### src/rtl/risc_ctrl_pkg.sv
// Shared definitions for the multi-cycle RISC control unit: opcodes, FSM states,
// ALU encodings and instruction field positions.
package risc_ctrl_pkg;

  localparam logic [5:0] OP_ADD  = 6'd0;
  localparam logic [5:0] OP_SUB  = 6'd1;
  localparam logic [5:0] OP_LW   = 6'd2;
  localparam logic [5:0] OP_SW   = 6'd3;
  localparam logic [5:0] OP_ADDI = 6'd4;
  localparam logic [5:0] OP_HALT = 6'd63;

  localparam logic [1:0] ALU_ADD = 2'd0;
  localparam logic [1:0] ALU_SUB = 2'd1;

  localparam int OP_HI  = 31;
  localparam int OP_LO  = 26;
  localparam int RS_HI  = 25;
  localparam int RS_LO  = 21;
  localparam int RT_HI  = 20;
  localparam int RT_LO  = 16;
  localparam int RD_HI  = 15;
  localparam int RD_LO  = 11;
  localparam int IMM_HI = 15;
  localparam int IMM_LO = 0;

  typedef enum logic [2:0] {
    S_IDLE   = 3'd0,
    S_FETCH  = 3'd1,
    S_DECODE = 3'd2,
    S_EXEC   = 3'd3,
    S_MEM    = 3'd4,
    S_WB     = 3'd5,
    S_STOP   = 3'd6
  } state_e;

  function automatic logic [31:0] sext16(input logic [15:0] v);
    return {{16{v[15]}}, v};
  endfunction

endpackage

### src/rtl/ctrl_decode.sv
// Combinational opcode classifier for the multi-cycle control unit.
module ctrl_decode
  import risc_ctrl_pkg::*;
(
  input  logic [5:0] opcode,
  output logic       is_rtype,
  output logic       is_load,
  output logic       is_store,
  output logic       is_imm,
  output logic       is_halt,
  output logic       is_illegal
);

  // One-hot-ish class flags; anything not listed is illegal.
  always_comb begin
    is_rtype   = 1'b0;
    is_load    = 1'b0;
    is_store   = 1'b0;
    is_imm     = 1'b0;
    is_halt    = 1'b0;
    is_illegal = 1'b0;
    case (opcode)
      OP_ADD, OP_SUB: is_rtype = 1'b1;
      OP_LW:          is_load  = 1'b1;
      OP_SW:          is_store = 1'b1;
      OP_ADDI:        is_imm   = 1'b1;
      OP_HALT:        is_halt  = 1'b1;
      default:        is_illegal = 1'b1;
    endcase
  end

endmodule

### src/rtl/multicycle_ctrl.sv
// Multi-cycle FETCH/DECODE/EXEC/MEM/WB sequencer owning PC and IR.
// Optional single-step mode is enabled by defining CTRL_STEP_EN (adds the step port).
module multicycle_ctrl
  import risc_ctrl_pkg::*;
#(
  parameter int IMEM_WORDS = 256,
  parameter int CNT_W      = 32
) (
  input  logic             clk,
  input  logic             rst_n,
  input  logic             start,
`ifdef CTRL_STEP_EN
  input  logic             step,
`endif
  input  logic [31:0]      instr,
  input  logic             dmem_ack,
  output logic [31:0]      imem_addr,
  output logic [4:0]       rf_raddr1,
  output logic [4:0]       rf_raddr2,
  output logic [4:0]       rf_waddr,
  output logic             rf_we,
  output logic             wb_sel_mem,
  output logic [1:0]       alu_op,
  output logic             alu_src_imm,
  output logic             alu_out_we,
  output logic             dmem_re,
  output logic             dmem_we,
  output logic [31:0]      imm,
  output logic [CNT_W-1:0] retired,
  output logic             halted,
  output logic             illegal
);

  localparam logic [31:0] PC_LAST = 32'(IMEM_WORDS * 4 - 4);

  state_e           state_q, state_d;
  logic [31:0]      pc_q, pc_d;
  logic [31:0]      ir_q, ir_d;
  logic [CNT_W-1:0] retired_q, retired_d;
  logic             illegal_q, illegal_d;

  logic is_rtype_s, is_load_s, is_store_s, is_imm_s, is_halt_s, is_illegal_s;
  logic go_s;
  state_e after_retire_s;

  ctrl_decode u_decode (
    .opcode     (ir_q[OP_HI:OP_LO]),
    .is_rtype   (is_rtype_s),
    .is_load    (is_load_s),
    .is_store   (is_store_s),
    .is_imm     (is_imm_s),
    .is_halt    (is_halt_s),
    .is_illegal (is_illegal_s)
  );

`ifdef CTRL_STEP_EN
  assign go_s           = start | step;
  assign after_retire_s = S_IDLE;
`else
  assign go_s           = start;
  assign after_retire_s = S_FETCH;
`endif

  // State, PC, IR, retire counter and sticky illegal flag.
  always_ff @(posedge clk or negedge rst_n) begin
    if (!rst_n) begin
      state_q   <= S_IDLE;
      pc_q      <= 32'd0;
      ir_q      <= 32'd0;
      retired_q <= '0;
      illegal_q <= 1'b0;
    end else begin
      state_q   <= state_d;
      pc_q      <= pc_d;
      ir_q      <= ir_d;
      retired_q <= retired_d;
      illegal_q <= illegal_d;
    end
  end

  // Next-state sequencing; retirement happens on WB or on a store's ack.
  always_comb begin
    state_d   = state_q;
    pc_d      = pc_q;
    ir_d      = ir_q;
    retired_d = retired_q;
    illegal_d = illegal_q;
    case (state_q)
      S_IDLE: begin
        if (go_s) state_d = S_FETCH;
        else      state_d = S_IDLE;
      end
      S_FETCH: begin
        ir_d    = instr;
        pc_d    = (pc_q == PC_LAST) ? 32'd0 : pc_q + 32'd4;
        state_d = S_DECODE;
      end
      S_DECODE: begin
        if (is_halt_s) begin
          state_d = S_STOP;
        end else if (is_illegal_s) begin
          state_d   = S_STOP;
          illegal_d = 1'b1;
        end else begin
          state_d = S_EXEC;
        end
      end
      S_EXEC: begin
        if (is_load_s || is_store_s) state_d = S_MEM;
        else                         state_d = S_WB;
      end
      S_MEM: begin
        if (!dmem_ack) begin
          state_d = S_MEM;
        end else if (is_load_s) begin
          state_d = S_WB;
        end else begin
          retired_d = retired_q + CNT_W'(1);
          state_d   = after_retire_s;
        end
      end
      S_WB: begin
        retired_d = retired_q + CNT_W'(1);
        state_d   = after_retire_s;
      end
      S_STOP:  state_d = S_STOP;
      default: state_d = S_IDLE;
    endcase
  end

  // Moore strobes from state; field decodes follow IR in every state.
  always_comb begin
    rf_we       = (state_q == S_WB);
    wb_sel_mem  = (state_q == S_WB) && is_load_s;
    alu_out_we  = (state_q == S_EXEC);
    dmem_re     = (state_q == S_MEM) && is_load_s;
    dmem_we     = (state_q == S_MEM) && is_store_s;
    alu_op      = (ir_q[OP_HI:OP_LO] == OP_SUB) ? ALU_SUB : ALU_ADD;
    alu_src_imm = is_load_s | is_store_s | is_imm_s;
    rf_raddr1   = ir_q[RS_HI:RS_LO];
    rf_raddr2   = ir_q[RT_HI:RT_LO];
    rf_waddr    = is_rtype_s ? ir_q[RD_HI:RD_LO] : ir_q[RT_HI:RT_LO];
    imm         = sext16(ir_q[IMM_HI:IMM_LO]);
  end

  assign imem_addr = pc_q;
  assign retired   = retired_q;
  assign halted    = (state_q == S_STOP);
  assign illegal   = illegal_q;

endmodule

### config.mk
export PLATFORM = sky130hd
export DESIGN_NAME = multicycle_ctrl
export DESIGN_NICKNAME = d
export VERILOG_FILES = /design/src/rtl/risc_ctrl_pkg.sv /design/src/rtl/ctrl_decode.sv /design/src/rtl/multicycle_ctrl.sv
export SDC_FILE = /design/constraint.sdc
export NUM_CORES = 1
export LEC_CHECK = 0
export CAP_MARGIN = 40
export CORE_MARGIN = 4
export CORE_UTILIZATION = 51
export CTS_CLUSTER_DIAMETER = 200
export DETAILED_ROUTE_END_ITERATION = 8
export GPL_TIMING_DRIVEN = 0
export MAX_ROUTING_LAYER = met4
export PLACE_DENSITY = 0.83
export SYNTH_ARGS = -nofsm -noshare
export SYNTH_HDL_FRONTEND = slang
export SYNTH_SLANG_ARGS = --single-unit
### constraint.sdc
create_clock -name clk -period 5.1 [get_ports clk]
set_input_delay 0.51 -clock clk [delete_from_list [all_inputs] [get_ports clk]]
set_output_delay 0.51 -clock clk [all_outputs]
set_load 0.005 [all_outputs]
==> metrics.txt <==
outcome complete, no violations; Fin. Hold Viols 0; clock buffer depth 2; max-cap violation count 0; Synth top cells by count 98 x dfrtp_1, 45 x buf_4, 36 x mux2_2, 30 x nand2_1, 30 x nor4_1; I/O Pins 157; synthesized area just over 5000 sq um; sequential fraction of the synthesis area 0.481; die width roughly 110 microns; maximum VDD drop just over 0.0003 V; static leakage a little over 3 nW; Worst setup SP type flop; gr ovfl total 0; DP Area 6830 sq um; CTS tree built; final instance area between 7000 and 8000 sq um; synth warn 0; Synth area leaders dfrtp_1 48%, mux2_2 7.9%, buf_4 6.6%, xor2_1 5.0%, xnor2_1 4.3%; arrival time of the worst setup path 2.53 ns; fraction of layout cells with a size suffix above 1 0.184; TritonRoute pass-1 iters 4; syn avg cell area around 11 sq um; worst-skew pair later-pin latency approximately 0.35 ns; top_reg_cell synth dfrtp_1; drt wl/cell between 15 and 20 microns; WS Path Type flop to output pin; routability cong. a little under 0.9; pwr/cell area 453 nW/um^2; Gate Count Post-Synth 470; DRT iter0 DRCs between 100 and 150; nets@finish ~680; Slew HR 0.518; global-route wire length before repair just over 20000 microns; cts bufs inserted 9; Die Ht 108 microns; Async SR Flop Fraction 1.00; final WL between 10000 and 15000 microns; Die ar. 11700 sq um; RSZ-0062 raised after global routing no; Non-Filler Instances a little under 800; # clock sinks 98; clock-pin slew on the worst setup and hold paths approximately 0.09 ns; Max Freq between 300 and 400 MHz; Slew Limit Fails 0; Post-synth EDFFs 0; minimum clock period a little over 3 ns; Post-CTS Setup Inserts 0; TNS Setup 0 ns; Worst Path Required around 4.6 ns; H-Tree Depth 3; crit path capture type output pin; Final Total Pwr ~0.0032 W; Yosys reg bits 98; root buffer cell clkbuf_8; port buffer count 153; largest net degree at the start of global routing 54; Critical Path Max Stage Delay 0.47 ns; Clock Skew 0.00855 ns; area grow syn2layout 37.7%; Initial Utilization 0.522; vias around 4100; Routed Antenna Nets 0; Hold Worst Slack 0.145 ns; Critical-path top delay cell clkdlybuf4s50_1; worst slew pin tran about 0.7 ns; CP delay by family, top simple AND/OR/NAND/NOR gates; initial antenna violation count 1; crit path max fanout 9; Synth top area share 0.481; Post-CTS Resized 0; Core Box Area roughly 9800 sq um; crit path cell chain or3_1, buf_2, nor3_2, mux2_2, clkdlybuf4s50_1; period utilization 0.596; most common cell in the netlist dfrtp_1; hold buffers post-CTS 0; DR DRC count 0; Vias/cell 5.31; dpl hpwl 9690 microns; WP buf/inv 2; count of final setup violators 0; Yosys cell types 53; GRT Util Overall 0.230; # rows 36; vias in the first global route about 4000; post-synth top area cell dfrtp_1; Placed Instances approximately 760; Hold Crit Class input port to asynchronous set/reset pin
-- cell type report --
| type | count | area, sq um |
|---|---|---|
| antenna | 1 | 2.50 |
| clock inverter | 2 | 37.5 |
| timing repair buffer | 154 | 1560 |
| tap | 133 | 166 |
| inverter | 14 | 52.6 |
| clock buffer | 12 | 155 |
| fill | 729 | 2750 |
| sequential | 98 | 2450 |
| multi-input combinational | 298 | 2180 |
| buffer | 62 | 428 |
-- cell usage in the layout, fill, tap and decap left out, drive strengths merged, types with 18 or more instances in the layout --
| master | synthesis | layout |
|---|---|---|
| clkbuf | 7 | 19 |
| xnor2 | 25 | 25 |
| xor2 | 29 | 29 |
| dfrtp | 98 | 98 |
| buf | 55 | 57 |
| nor3 | 18 | 18 |
| nand2 | 30 | 30 |
| mux2 | 37 | 37 |
| clkdlybuf4s50 | 0 | 152 |
| nand4 | 27 | 27 |
| nor4 | 31 | 31 |
-- flip-flops by register name, indices dropped and copies added (netlist names) --
| register | flops |
|---|---|
| state_q | 3 |
| ir_q | 32 |
| retired | 32 |
| imem_addr | 30 |
| illegal | 1 |
-- where the power goes --
group / internal (W) / leakage [nW] / total (W) / switching, W
sequential: 0.000966 / 1.24 / 0.00115 / 0.000181
clock: 0.000249 / 0.0946 / 0.000501 / 0.000252
combinational: 0.000963 / 1.72 / 0.00154 / 0.000575
-- through the flow --
| stage | utilization | setup slack, ns |
|---|---|---|
| floorplan | - | 3.04 |
| global placement | 0.696 | -0.108 |
| detailed placement | 0.699 | 2.44 |
| CTS | 0.719 | 2.03 |
| global route | 0.719 | 1.98 |
| finish | 0.719 | 2.06 |
-- kinds of logic after synthesis --
group,Yosys count,synth area share
simple gates,172,0.201
mux,41,0.0895
other cells,1,0.000735
buf+inv,76,0.0942
compound gates,25,0.0343
flops,98,0.481
xor+xnor,54,0.0927
fa+ha+maj,3,0.00736
-- path summary, 6_finish.rpt --
check                                  from     endpoint  slack, ns  depth (start not counted)
worst max-delay path               ir_q[29]  rf_waddr[0]       2.06                          5
worst min-delay path                  rst_n      ir_q[3]       0.14                          1
worst max register to register     ir_q[26]   retired[1]       3.02                          5
worst min register to register  retired[31]  retired[31]       0.48                          1
max in group asynchronous             rst_n   retired[1]       4.28                          2
min in group clk                retired[31]  retired[31]       0.48                          1
-- metal layers --
layer	vias to the layer above	track usage	part of all wire	wire (microns)
met5	-	-	0	0
met4	0	0.0839	0.027	344
met3	26	0.0299	0.036	457
met2	122	0.381	0.52	6630
met1	1993	0.292	0.42	5350
li1	1969	-	-	-
Power figures use the tool's default switching activity.
